`src/rtl/battle_turn_scheduler.sv`:
```
// rtl/battle_turn_scheduler.sv - turn-based combat sequencer between PS/2 key decode and engine_accuracy
// Optional feature macro: TURN_TIMEOUT_EN (forces a default punch after TIMEOUT_CYCLES idle cycles in a SEL state)
module battle_turn_scheduler #(
  parameter int         TIMEOUT_CYCLES = 50_000_000,
  parameter int         CNT_W          = 26,
  parameter logic [7:0] PP             = 8'h1C,
  parameter logic [7:0] PK             = 8'h1B,
  parameter logic [7:0] PB             = 8'h23,
  parameter logic [7:0] PS             = 8'h1D,
  parameter logic [7:0] EP             = 8'h3B,
  parameter logic [7:0] EK             = 8'h42,
  parameter logic [7:0] EB             = 8'h4B,
  parameter logic [7:0] ES             = 8'h43
) (
  input  logic       clk,
  input  logic       rst,
  input  logic       key_valid,
  input  logic [7:0] key_code,
  input  logic       battle_start,
  input  logic       collision_detected,
  input  logic       player_win,
  input  logic       enemy_win,
  input  logic       player_remained_sword,
  input  logic       player_remained_baseballbat,
  input  logic       enemy_remained_sword,
  input  logic       enemy_remained_baseballbat,
  output logic [1:0] player_choice,
  output logic [1:0] enemy_choice,
  output logic       player_turn,
  output logic       attacker_turn,
  output logic       attack_valid,
  output logic       key_reject,
  output logic       timeout_flag,
  output logic [2:0] state
);

  typedef enum logic [2:0] {
    IDLE  = 3'd0,
    P_SEL = 3'd1,
    P_ATK = 3'd2,
    E_SEL = 3'd3,
    E_ATK = 3'd4,
    DONE  = 3'd5
  } state_t;

  localparam logic [7:0] BREAK_CODE = 8'hF0;

  state_t     state_q, state_d;
  logic [1:0] player_choice_q, player_choice_d;
  logic [1:0] enemy_choice_q, enemy_choice_d;
  logic       player_turn_q, player_turn_d;
  logic       attacker_turn_q, attacker_turn_d;
  logic       attack_valid_q, attack_valid_d;
  logic       key_reject_q, key_reject_d;
  logic       timeout_flag_q, timeout_flag_d;
  logic       brk_q, brk_d;

  logic       key_ok;
  logic [2:0] p_dec, e_dec, sel_dec;
  logic       sel_left;
  logic       in_sel;
  logic       timeout_hit;

  // Returns {hit, choice} for a scancode against one side's four weapon codes.
  function automatic logic [2:0] decode(input logic [7:0] code, input logic [7:0] c_p,
                                        input logic [7:0] c_k, input logic [7:0] c_b,
                                        input logic [7:0] c_s);
    logic [2:0] r;
    r = 3'b000;
    if (code == c_p)      r = 3'b100;
    else if (code == c_k) r = 3'b101;
    else if (code == c_b) r = 3'b110;
    else if (code == c_s) r = 3'b111;
    return r;
  endfunction

  assign in_sel = (state_q == P_SEL) || (state_q == E_SEL);

`ifdef TURN_TIMEOUT_EN
  localparam logic [CNT_W-1:0] CNT_LAST = CNT_W'(TIMEOUT_CYCLES - 1);

  logic [CNT_W-1:0] cnt_q, cnt_d;

  assign timeout_hit = in_sel && (cnt_q == CNT_LAST);

  // Idle counter: restarts on every state change or rejected key, saturates at all-ones.
  always_comb begin
    cnt_d = cnt_q;
    if ((state_d != state_q) || key_reject_d || !in_sel) cnt_d = '0;
    else if (cnt_q != '1) cnt_d = cnt_q + 1'b1;
  end

  // Idle counter register.
  always_ff @(posedge clk or negedge rst) begin
    if (!rst) cnt_q <= '0;
    else      cnt_q <= cnt_d;
  end
`else
  logic [CNT_W-1:0] unused_timeout_cfg;

  assign unused_timeout_cfg = CNT_W'(TIMEOUT_CYCLES);
  assign timeout_hit        = 1'b0;
`endif

  // Next-state logic: break filter, key decode, turn ownership and outcome handling.
  always_comb begin
    state_d         = state_q;
    player_choice_d = player_choice_q;
    enemy_choice_d  = enemy_choice_q;
    player_turn_d   = player_turn_q;
    attacker_turn_d = attacker_turn_q;
    attack_valid_d  = 1'b0;
    key_reject_d    = 1'b0;
    timeout_flag_d  = 1'b0;
    brk_d           = brk_q;
    key_ok          = 1'b0;

    // The byte following F0 is the released key and never counts as a press.
    if (key_valid) begin
      if (brk_q)                        brk_d  = 1'b0;
      else if (key_code == BREAK_CODE)  brk_d  = 1'b1;
      else                              key_ok = 1'b1;
    end

    p_dec   = decode(key_code, PP, PK, PB, PS);
    e_dec   = decode(key_code, EP, EK, EB, ES);
    sel_dec = (state_q == E_SEL) ? e_dec : p_dec;

    // Punch and kick never run out; bat and sword depend on the side's remaining uses.
    sel_left = 1'b1;
    if (state_q == E_SEL) begin
      if (sel_dec[1:0] == 2'b10) sel_left = enemy_remained_baseballbat;
      if (sel_dec[1:0] == 2'b11) sel_left = enemy_remained_sword;
    end else begin
      if (sel_dec[1:0] == 2'b10) sel_left = player_remained_baseballbat;
      if (sel_dec[1:0] == 2'b11) sel_left = player_remained_sword;
    end

    case (state_q)
      IDLE: begin
        if (battle_start) begin
          state_d         = P_SEL;
          player_turn_d   = 1'b1;
          attacker_turn_d = 1'b0;
        end
      end
      DONE: begin
        if (!battle_start) state_d = IDLE;
      end
      P_SEL, P_ATK, E_SEL, E_ATK: begin
        if (player_win || enemy_win) begin
          state_d         = DONE;
          player_turn_d   = 1'b0;
          attacker_turn_d = 1'b0;
        end else if (!battle_start) begin
          state_d         = IDLE;
          player_turn_d   = 1'b0;
          attacker_turn_d = 1'b0;
        end else if (state_q == P_ATK || state_q == E_ATK) begin
          if (collision_detected) begin
            state_d         = (state_q == P_ATK) ? E_SEL : P_SEL;
            player_turn_d   = ~player_turn_q;
            attacker_turn_d = ~attacker_turn_q;
          end
        end else if (key_ok && sel_dec[2] && !sel_left) begin
          key_reject_d = 1'b1;
        end else if (key_ok && sel_dec[2]) begin
          attack_valid_d = 1'b1;
          if (state_q == P_SEL) begin
            player_choice_d = sel_dec[1:0];
            state_d         = P_ATK;
          end else begin
            enemy_choice_d  = sel_dec[1:0];
            state_d         = E_ATK;
          end
        end else if (timeout_hit) begin
          attack_valid_d = 1'b1;
          timeout_flag_d = 1'b1;
          if (state_q == P_SEL) begin
            player_choice_d = 2'b00;
            state_d         = P_ATK;
          end else begin
            enemy_choice_d  = 2'b00;
            state_d         = E_ATK;
          end
        end
      end
      default: begin
        state_d         = IDLE;
        player_turn_d   = 1'b0;
        attacker_turn_d = 1'b0;
      end
    endcase
  end

  // FSM and registered outputs.
  always_ff @(posedge clk or negedge rst) begin
    if (!rst) begin
      state_q         <= IDLE;
      player_choice_q <= 2'b00;
      enemy_choice_q  <= 2'b00;
      player_turn_q   <= 1'b0;
      attacker_turn_q <= 1'b0;
      attack_valid_q  <= 1'b0;
      key_reject_q    <= 1'b0;
      timeout_flag_q  <= 1'b0;
      brk_q           <= 1'b0;
    end else begin
      state_q         <= state_d;
      player_choice_q <= player_choice_d;
      enemy_choice_q  <= enemy_choice_d;
      player_turn_q   <= player_turn_d;
      attacker_turn_q <= attacker_turn_d;
      attack_valid_q  <= attack_valid_d;
      key_reject_q    <= key_reject_d;
      timeout_flag_q  <= timeout_flag_d;
      brk_q           <= brk_d;
    end
  end

  assign player_choice = player_choice_q;
  assign enemy_choice  = enemy_choice_q;
  assign player_turn   = player_turn_q;
  assign attacker_turn = attacker_turn_q;
  assign attack_valid  = attack_valid_q;
  assign key_reject    = key_reject_q;
  assign timeout_flag  = timeout_flag_q;
  assign state         = state_q;

endmodule

```
`config.mk`:
```
export PLATFORM = sky130hd
export DESIGN_NAME = battle_turn_scheduler
export DESIGN_NICKNAME = d
export VERILOG_FILES = /design/src/rtl/battle_turn_scheduler.sv
export SDC_FILE = /design/constraint.sdc
export NUM_CORES = 1
export LEC_CHECK = 0
export BUFFER_PORTS_ARGS = -buffer_cell sky130_fd_sc_hd__buf_4
export CORE_MARGIN = 4
export CORE_UTILIZATION = 53
export CTS_CLUSTER_SIZE = 14
export DETAILED_ROUTE_END_ITERATION = 16
export PLACE_DENSITY = 0.83
export SLEW_MARGIN = 20
export SYNTH_ARGS = -nofsm -noshare
export SYNTH_HDL_FRONTEND = slang
export SYNTH_SLANG_ARGS = --single-unit
```
`constraint.sdc`:
```
create_clock -name clk -period 4.5 [get_ports clk]
set_input_delay 0.45 -clock clk [delete_from_list [all_inputs] [get_ports clk]]
set_output_delay 0.45 -clock clk [all_outputs]
set_load 0.03 [all_outputs]
```
==> metrics.md, run 1 <==
| Metric | Value |
|---|---|
| Status | `finished, final reports clean` |
| R2R Setup Slk | `1.80 ns` |
| Setup Buffers After CTS | `0` |
| Total Routing Usage GR | `22.88%` |
| Synth top area cells | `dfrtp_1, mux2_2, a21oi_1` |
| R2R depth | `6` |
| Row count | `14` |
| Worst hold slack | `0.4362 ns` |
| CTS tree | `yes` |
| Synth top area share | `31.96%` |
| Clock buffer depth | `2` |
| Hold EP | `brk_q$_DFFE_PN0P_` |
| Power per cell area | `332.3 nW/um^2` |
| DP HPWL | `roughly 2000 um` |
| Register area | `300.3 um^2` |
| Buffers on Ports | `29` |
| Post-Synth Simple-Gate Area | `about 34%` |
| Mean Syn Cell Area | `9.123 um^2` |
| Tmin final | `2.696 ns` |
| Initial antenna violation count | `0` |
| Area of the multi-input gates | `606.8 um^2` |
| Overflow after GRT | `0` |
| Die H | `approximately 50 um` |
| Nets | `153` |
| Most frequent cells after synthesis | `dfrtp_1, a21oi_1, o21ai_0` |
| WP data required | `between 4 and 5 ns` |
| Flops & latches, synth | `12` |
| Max Slew Vio Count | `0` |
| First-pass GRT wire length | `about 4400 um` |
| Post-synthesis adder-cell area fraction | `between 1 and 1.5%` |
| Synth Area in Compound Gates | `19.17%` |
| Worst-Skew Late Latency | `0.28 ns` |
| Unrepaired setup endpoints after global routing | `no` |
| GPL Wtd Cong | `0.8811` |
| # H-tree levels | `1` |
| Core area | `1594 um^2` |
| Utilization after layout | `75.20%` |
| Post-DRT Antenna Nets | `0` |
| Gate Count Post-Synth | `between 100 and 150` |
| Number of filler cells placed in the layout | `130` |
| Clk slew on worst S/H paths | `0.08 ns` |
| Avg WL per Cell | `around 17 um` |
| CP Cell Sequence | `nand3b_1 > or4_4 > a21boi_2 > o31ai_4 > nor4_2 > mux2_2` |
| Critical path class | `flip-flop to flip-flop` |
| Initial Utilization | `58.95%` |
| Leak Pwr | `0.5368 nW` |
| HP Start | `key_valid` |
| DRT iter0 DRCs | `42` |
| Hold WC Path Type | `input port to flip-flop` |
| Crit-path max FO | `15` |
| Largest family of logic cells by synthesized area | `simple AND/OR/NAND/NOR gates` |
| Critical path's largest stage delay | `0.62 ns` |
| Startpoint class of the critical path | `flip-flop` |
| RR Endpoint | `player_choice[0]$_DFFE_PN0P_` |
| Num ports | `31` |
| Clock sinks | `12` |
| Maxcap violations | `0` |
| Slowest cell on crit path | `or4_4` |
| Initial DRT Pass Iterations | `4` |
| Endpoint class of the critical path | `flip-flop` |
| Register area share after synthesis | `31.96%` |
| Fin crit share | `59.91%` |
| # setup viols final | `0` |
| Post-synthesis xor/xnor area fraction | `under 10%` |
| Area Growth Syn to Fin | `27.56%` |
| Most numerous cell in the Yosys netlist | `dfrtp_1` |
| Largest net degree at the start of global routing | `16` |
| Mapped Nets | `122` |
| Die Wd | `50.11 um` |
| DR DRC count | `0` |
| Fin. Hold Viols | `0` |
| EDFF count, synth | `0` |
| Count of cell types in the netlist | `48` |
| Post-CTS Hold Fix Bufs | `1` |
| Ant. Diodes | `0` |
| Mux contribution to synthesized area | `8.256%` |
| Setup TNS | `0 ns` |
| Die area | `2511 um^2` |
| RR Startpoint | `state[2]$_DFFE_PN0P_` |
| Vias | `roughly 990` |
| YS warnings | `0` |
| Fmax | `370.9 MHz` |
| Layout cells sized above 1 | `a little over a third` |
| CTS Buf Count | `3` |
| Fraction of registers with async set/reset | `100.0%` |
| VDD IR-drop max | `0.2970 mV` |
| Main synth FF type | `dfrtp_1` |
| Routed WL | `2662 um` |
| CTS-repair resized insts | `0` |
| CTS root buffer | `clkbuf_4` |
| Worst hold path depth | `3` |
| Worst clock skew | `between 0.01 and 0.015 ns` |
| Synth Cell Area | `939.7 um^2` |
| Vias in the first global route | `912` |
| Synth area leader | `dfrtp_1` |
| Worst EP arrival | `2.86 ns` |
| Vias per cell | `6.359` |
[state kept, by name, indices dropped and copies added (netlist names)]
name           count
key_reject         1
state              3
player_choice      2
attacker_turn      1
enemy_choice       2
attack_valid       1
brk_q              1
player_turn        1
[routing by layer]
| layer | vias to the layer above | track usage, % | share of wire, % |
|---|---|---|---|
| li1 | 457 | - | - |
| met1 | 464 | 30.67 | 41 |
| met2 | 65 | 34.57 | 48 |
| met3 | 6 | 6.325 | 9.1 |
| met4 | 0 | 9.217 | 1.8 |
| met5 | - | 0 | 0 |
[how the worst max path moves through the flow]
stage	startpoint	to	slack, ns	cells past startpoint
after floorplan	state[1]$_DFFE_PN0P_	enemy_choice[0]$_DFFE_PN0P_	1.92	7
after global placement	key_code[4]	enemy_choice[0]$_DFFE_PN0P_	1.89	7
after detailed placement	key_code[4]	enemy_choice[0]$_DFFE_PN0P_	1.82	7
after CTS	state[2]$_DFFE_PN0P_	enemy_choice[0]$_DFFE_PN0P_	1.83	6
after global routing	state[2]$_DFFE_PN0P_	player_choice[0]$_DFFE_PN0P_	1.66	6
final	state[2]$_DFFE_PN0P_	player_choice[0]$_DFFE_PN0P_	1.80	6
[where the power goes]
part           leakage (nW)  switching [mW]  internal [mW]
Sequential            0.161          0.0308          0.122
Combinational         0.362          0.0978         0.0791
Clock                0.0138          0.0378         0.0310
[per-stage QoR]
| stage | setup slack, ns | instances | total power [mW] | cell area (um^2) |
|---|---|---|---|---|
| 2_1_floorplan | 1.923 | 103 | 0.2655 | 939.7 |
| 3_3_place_gp | 1.893 | 152 | 0.3161 | 1166 |
| 3_5_place_dp | 1.821 | 152 | 0.3258 | 1166 |
| 4_1_cts | 1.826 | 156 | 0.3949 | 1199 |
| 5_1_grt | 1.656 | 156 | 0.4228 | 1199 |
| 6_report | 1.804 | 156 | 0.3983 | 1199 |
[cell type report]
type	instances	area share, %
Tap cell	24	2.505
Timing Repair Buffer	30	19.00
Sequential cell	12	25.05
Multi-Input combinational cell	84	50.63
Inverter	3	0.9395
Clock buffer	3	1.879
[worst max-delay path: cells and delay by family, from the launching register on]
kind | cells | cell delay [ns]
AND/OR/NAND/NOR | 3 | 1.37
flip-flops | 1 | 0.53
multiplexers | 1 | 0.37
AO/OA/AOI/OAI | 2 | 0.30
[cell families after synthesis]
| family | Yosys count |
|---|---|
| AND/OR/NAND/NOR | 48 |
| AO/OA/AOI/OAI | 25 |
| flip-flops | 12 |
| multiplexers | 7 |
| buffers and inverters | 7 |
| XOR/XNOR | 2 |
| adder cells (fa/ha/maj) | 1 |
| other | 1 |
[cell usage in the layout (no fill, tap or decap), types with 6 or more instances in the layout]
cell type,Yosys,routed
buf_4,1,29
dfrtp_1,12,12
o21ai_0,7,7
a21oi_1,7,7
nand2_1,6,6
nor2_1,6,6
nor3_1,6,6
mux2_2,6,6
Note: power is estimated with default switching activity, not from simulation.
==> run 2: changes to the inputs <==
Settings changed: CORE_UTILIZATION 53 to 49, PLACE_DENSITY 0.83 to 0.78.
Clock period 4.5 ns to 2.76 ns, I/O delays scaled along.
==> run 2 against run 1 <==
Compared with the run above:
- die area grew 6.8%
- worst hold slack worse by 0.14 ns
- combinational power is 75% higher
- maximum frequency rose by 16%
- highest routed layer unchanged
- register-to-register slack worse by 1.4 ns
- sequential power up 46%
- largest power group unchanged
- cell count is 2.6% higher
- cell area rose by 2.0%
- clock-buffer cell count unchanged
==> metrics.md, run 2 (synthesis results as in run 1) <==
| Metric | Value |
|---|---|
| Worst hold path depth | `3` |
| Die H | `51.79 um` |
| Setup TNS | `0 ns` |
| Status | `finished, final reports clean` |
| # H-tree levels | `1` |
| CP Cell Sequence | `nand3b_1 > or4_4 > a21boi_2 > o31ai_4 > nor4_2 > mux2_2` |
| First-pass GRT wire length | `between 3000 and 4000 um` |
| Clk slew on worst S/H paths | `roughly 0.07 ns` |
| Initial Utilization | `approximately 53%` |
| CTS-repair resized insts | `0` |
| CTS Buf Count | `3` |
| Family with the most delay on the worst path | `simple AND/OR/NAND/NOR gates` |
| CTS root buffer | `clkbuf_4` |
| WP data required | `2.91 ns` |
| GPL Wtd Cong | `between 0.8 and 0.9` |
| Largest net degree at the start of global routing | `15` |
| Num ports | `31` |
| Fin. Hold Viols | `0` |
| Worst hold slack | `0.2936 ns` |
| Leak Pwr | `about 0.55 nW` |
| Overflow after GRT | `0` |
| Number of filler cells placed in the layout | `160` |
| Clk pwr share | `15.6%` |
| Cells after DPL | `156` |
| Layout cells sized above 1 | `a little over a third` |
| Vias per cell | `5.794` |
| Combinational power share | `49.0%` |
| Worst EP arrival | `2.47 ns` |
| Fin cells | `160` |
| Buffer and inverter count on the worst path | `0` |
| Core area | `1764 um^2` |
| Total Routing Usage GR | `17.57%` |
| Maxcap violations | `0` |
| Critical path's largest stage delay | `~0.55 ns` |
| Pre-CTS WS | `0.2616 ns` |
| Nets | `156` |
| Row count | `15` |
| Slack of the critical path | `0.4387 ns` |
| Ant. Diodes | `0` |
| R2R depth | `6` |
| Critical path class | `flip-flop to flip-flop` |
| VDD IR-drop max | `~0.46 mV` |
| Die Wd | `51.79 um` |
| DP HPWL | `1856 um` |
| Slowest cell on crit path | `or4_4` |
| Power per cell area | `517.5 nW/um^2` |
| Unrepaired setup endpoints after global routing | `no` |
| Post-DRT Antenna Nets | `0` |
| Initial antenna violation count | `0` |
| # setup viols final | `0` |
| Levels on crit path | `6` |
| Startpoint class of the critical path | `flip-flop` |
| Register area | `between 300 and 400 um^2` |
| Buffers on Ports | `29` |
| Crit-path max FO | `9` |
| Share of power burned in registers | `35.3%` |
| Vias in the first global route | `around 870` |
| Worst clock skew | `0.003558 ns` |
| Commonest cells after routing, fill and taps aside | `buf_4, dfrtp_1, o21ai_0, a21oi_1` |
| Avg WL per Cell | `14.17 um` |
| Clock buffer depth | `2` |
| Tmin final | `2.321 ns` |
| CTS tree | `yes` |
| Fin crit share | `84.11%` |
| Fmax | `approximately 430 MHz` |
| Area of the multi-input gates | `606.8 um^2` |
| Clock sinks | `12` |
| Total Power | `0.6326 mW` |
| Commonest non-fill, non-tap cell in the layout | `buf_4` |
| Area Growth Syn to Fin | `30.09%` |
| DR DRC count | `0` |
| Routed WL | `2267 um` |
| Worst-Skew Late Latency | `0.26 ns` |
| Int Pwr | `0.3876 mW` |
| Switch share | `38.73%` |
| Hold WC Path Type | `input port to flip-flop` |
| Initial DRT Pass Iterations | `4` |
| Vias | `927` |
| Max Slew Vio Count | `0` |
| Max reg flops | `3` |
| DRT iter0 DRCs | `18` |
| Endpoint class of the critical path | `flip-flop` |
| Net switching power | `0.2450 mW` |
| Die area | `2682 um^2` |
==> run 2: worst paths after layout <==
kind / endpoint / slack, ns / startpoint
setup / recovery: player_choice[0]$_DFFE_PN0P_ / 0.44 / state[0]$_DFFE_PN0P_
hold / removal: brk_q$_DFFE_PN0P_ / 0.29 / key_valid
setup reg to reg: player_choice[0]$_DFFE_PN0P_ / 0.44 / state[0]$_DFFE_PN0P_
hold reg to reg: brk_q$_DFFE_PN0P_ / 0.49 / brk_q$_DFFE_PN0P_
max in group asynchronous: player_choice[0]$_DFFE_PN0P_ / 2.23 / rst
min in group asynchronous: attack_valid$_DFF_PN0_ / 0.38 / rst
==> run 2: what timing repair did <==
| action | in CTS | in global routing |
|---|---|---|
| hold endpoints to repair | 12 | 0 |
| buffers inserted | 0 | 0 |
| hold buffers | 1 | 0 |
==> run 2: layout make-up <==
type	instances	area share, %
Multi-Input combinational cell	84	49.64
Timing Repair Buffer	33	20.47
Tap cell	25	2.559
Inverter	3	0.9212
Sequential cell	12	24.57
Clock buffer	3	1.842
==> run 2: routing by layer <==
layer | routed length (um) | track usage [%] | vias up
met3 | 104 | 3.438 | 2
met5 | 0 | 0 | -
met1 | 980 | 20.57 | 438
met2 | 1174 | 32.63 | 31
met4 | 8 | 3.930 | 0
li1 | - | - | 456
==> run 2: metrics by stage <==
stage | util (%) | area (um^2)
finish | 69.29 | 1222
global route | 69.29 | 1222
CTS | 69.29 | 1222
detailed placement | 67.45 | 1190
global placement | 67.45 | 1190
floorplan | - | 939.7
==> run 2: power by group through the flow <==
| stage | logic [mW] | registers, mW | clock network, mW |
|---|---|---|---|
| after global placement | 0.300 | 0.225 | 0 |
| after detailed placement | 0.307 | 0.226 | 0 |
| final | 0.310 | 0.224 | 0.0989 |
| after CTS | 0.311 | 0.223 | 0.102 |
| after global routing | 0.334 | 0.227 | 0.110 |
| after floorplan | 0.169 | 0.264 | 0 |
==> run 2: worst min-delay path: stages <==
cell	delay, ns
buf_4	0.08
nand2b_1	0.08
o21ai_0	0.07
==> run 3: changes to the inputs <==
Clock period 2.76 ns to 2.4 ns, I/O delays scaled along.
==> run 3 against run 2 <==
Compared with the run above:
- sequential cell count is the same
- global-route usage up 0.23 points
- total power is 22% higher
- non-clock buffer count is 2 higher
- critical endpoint is now state[2]$_DFFE_PN0P_
- largest power group unchanged
==> metrics.md, run 3 (synthesis results as in run 1) <==
| Metric | Value |
|---|---|
| Fin. Hold Viols | `0` |
| Die area | `2682 um^2` |
| DP HPWL | `1719 um` |
| Initial antenna violation count | `0` |
| DR DRC count | `0` |
| Number of filler cells placed in the layout | `between 150 and 200` |
| Register area | `304.0 um^2` |
| CTS root buffer | `clkbuf_4` |
| Unrepaired setup endpoints after global routing | `no` |
| Startpoint class of the critical path | `flip-flop` |
| Status | `finished, final reports clean` |
| CP Cell Sequence | `nand3b_1 > or4_4 > and3_4 > o31ai_4 > nor3_1 > a221o_1` |
| Vias per cell | `5.724` |
| # setup viols final | `0` |
| Ant. Diodes | `0` |
| Placed inst area | `1209 um^2` |
| First-pass GRT wire length | `approximately 3600 um` |
| WP data required | `2.56 ns` |
| Tmin final | `2.196 ns` |
| Worst-Skew Late Latency | `about 0.27 ns` |
| Layout cells sized above 1 | `39.86%` |
| Endpoint class of the critical path | `flip-flop` |
| Worst EP arrival | `between 2 and 2.5 ns` |
| Avg WL per Cell | `13.47 um` |
| Fin crit share | `between 90% and 100%` |
| Clock buffer depth | `2` |
| CTS Buf Count | `3` |
| Overflow after GRT | `0` |
| Nets | `between 150 and 200` |
| Initial Utilization | `53.26%` |
| Routed WL | `roughly 2200 um` |
| Num ports | `31` |
| GPL Wtd Cong | `0.8270` |
| Total Power | `0.7744 mW` |
| Area Growth Syn to Fin | `33.55%` |
| Core area | `1764 um^2` |
| Power per cell area | `617.1 nW/um^2` |
| Design area | `1255 um^2` |
| Commonest cells after routing, fill and taps aside | `buf_4, dfrtp_1, o21ai_0, a21oi_1` |
| Row count | `15` |
| Area of the multi-input gates | `between 600 and 700 um^2` |
| Buffers on Ports | `29` |
| Max reg flops | `3` |
| DRT iter0 DRCs | `17` |
| Max Slew Vio Count | `0` |
| Maxcap violations | `0` |
| Largest net degree at the start of global routing | `15` |
| Leak Pwr | `0.5647 nW` |
| Commonest non-fill, non-tap cell in the layout | `buf_4` |
| Vias | `between 900 and 1000` |
| Vias in the first global route | `841` |
| Crit-path max FO | `5` |
| Clk slew on worst S/H paths | `0.08 ns` |
| Slowest cell on crit path | `or4_4` |
| CTS tree | `yes` |
| Family with the most delay on the worst path | `simple AND/OR/NAND/NOR gates` |
| Fmax | `455.3 MHz` |
| VDD IR-drop max | `0.5376 mV` |
| Fin cells | `163` |
| Clock sinks | `12` |
| Pre-CTS WS | `0.04616 ns` |
| Critical path class | `flip-flop to flip-flop` |
| Total Routing Usage GR | `17.80%` |
| Cells after DPL | `158` |
| Post-DRT Antenna Nets | `0` |
| Setup TNS | `0 ns` |
| Initial DRT Pass Iterations | `4` |
| # H-tree levels | `1` |
| Die H | `51.79 um` |
| Die Wd | `~52 um` |
| Hold WC Path Type | `input port to flip-flop` |
| Worst clock skew | `0.006036 ns` |
| Buffer and inverter count on the worst path | `0` |
| Slack of the critical path | `a little over 0.2 ns` |
| Critical path's largest stage delay | `0.55 ns` |
run 3: cell count changes in the layout (fill, tap and decap cells not counted):
cell and change:
buf_4 +2, dfrtp_1 -3, clkbuf_8 +1, dfrtp_2 +3
run 3: stage by stage:
step,utilization [%],hold WS (ns)
2_1_floorplan,-,-0.05559
6_report,71.13,0.2377
3_3_place_gp,68.51,0.08223
4_1_cts,71.13,0.2395
3_5_place_dp,68.51,0.08349
5_1_grt,71.13,0.2458
run 3: what timing repair did:
item                                   4_1_cts  5_1_grt
hold buffers                                 1        0
setup buffers                                0        0
endpoints found under the hold margin       12        0
resized for setup                            0        0
run 3: final timing paths:
path,from,end,slack (ns),depth (start not counted)
worst max-delay path,state[2]$_DFFE_PN0P_,state[2]$_DFFE_PN0P_,0.20,6
worst min-delay path,key_valid,brk_q$_DFFE_PN0P_,0.24,3
worst max register to register,state[2]$_DFFE_PN0P_,state[2]$_DFFE_PN0P_,0.20,6
worst min register to register,brk_q$_DFFE_PN0P_,brk_q$_DFFE_PN0P_,0.49,2
max in group asynchronous,rst,state[0]$_DFFE_PN0P_,1.88,2
min in group asynchronous,rst,brk_q$_DFFE_PN0P_,0.35,2
run 3: cell type report:
cell class,instances,area share [%]
Inverter,3,0.8973
Tap cell,25,2.493
Clock buffer,4,2.891
Sequential cell,12,24.23
Timing Repair Buffer,35,21.14
Multi-Input combinational cell,84,48.36
run 3: metal layers:
metal  share of wire, %  GRT usage [%]  vias to the layer above
li1                   -              -                      455
met1                 48          25.71                      443
met2                 46          27.33                       33
met3                5.0          2.579                        2
met4               0.73          5.240                        0
met5                  0              0                        -
run 3: power breakdown:
| group | internal, mW | switching (mW) |
|---|---|---|
| Combinational | 0.160 | 0.195 |
| Clock | 0.0922 | 0.0655 |
| Sequential | 0.232 | 0.0302 |
run 3: worst min-delay path: stages:
cell      delay (ns)
buf_4           0.08
nand2b_1        0.09
o21ai_0         0.07
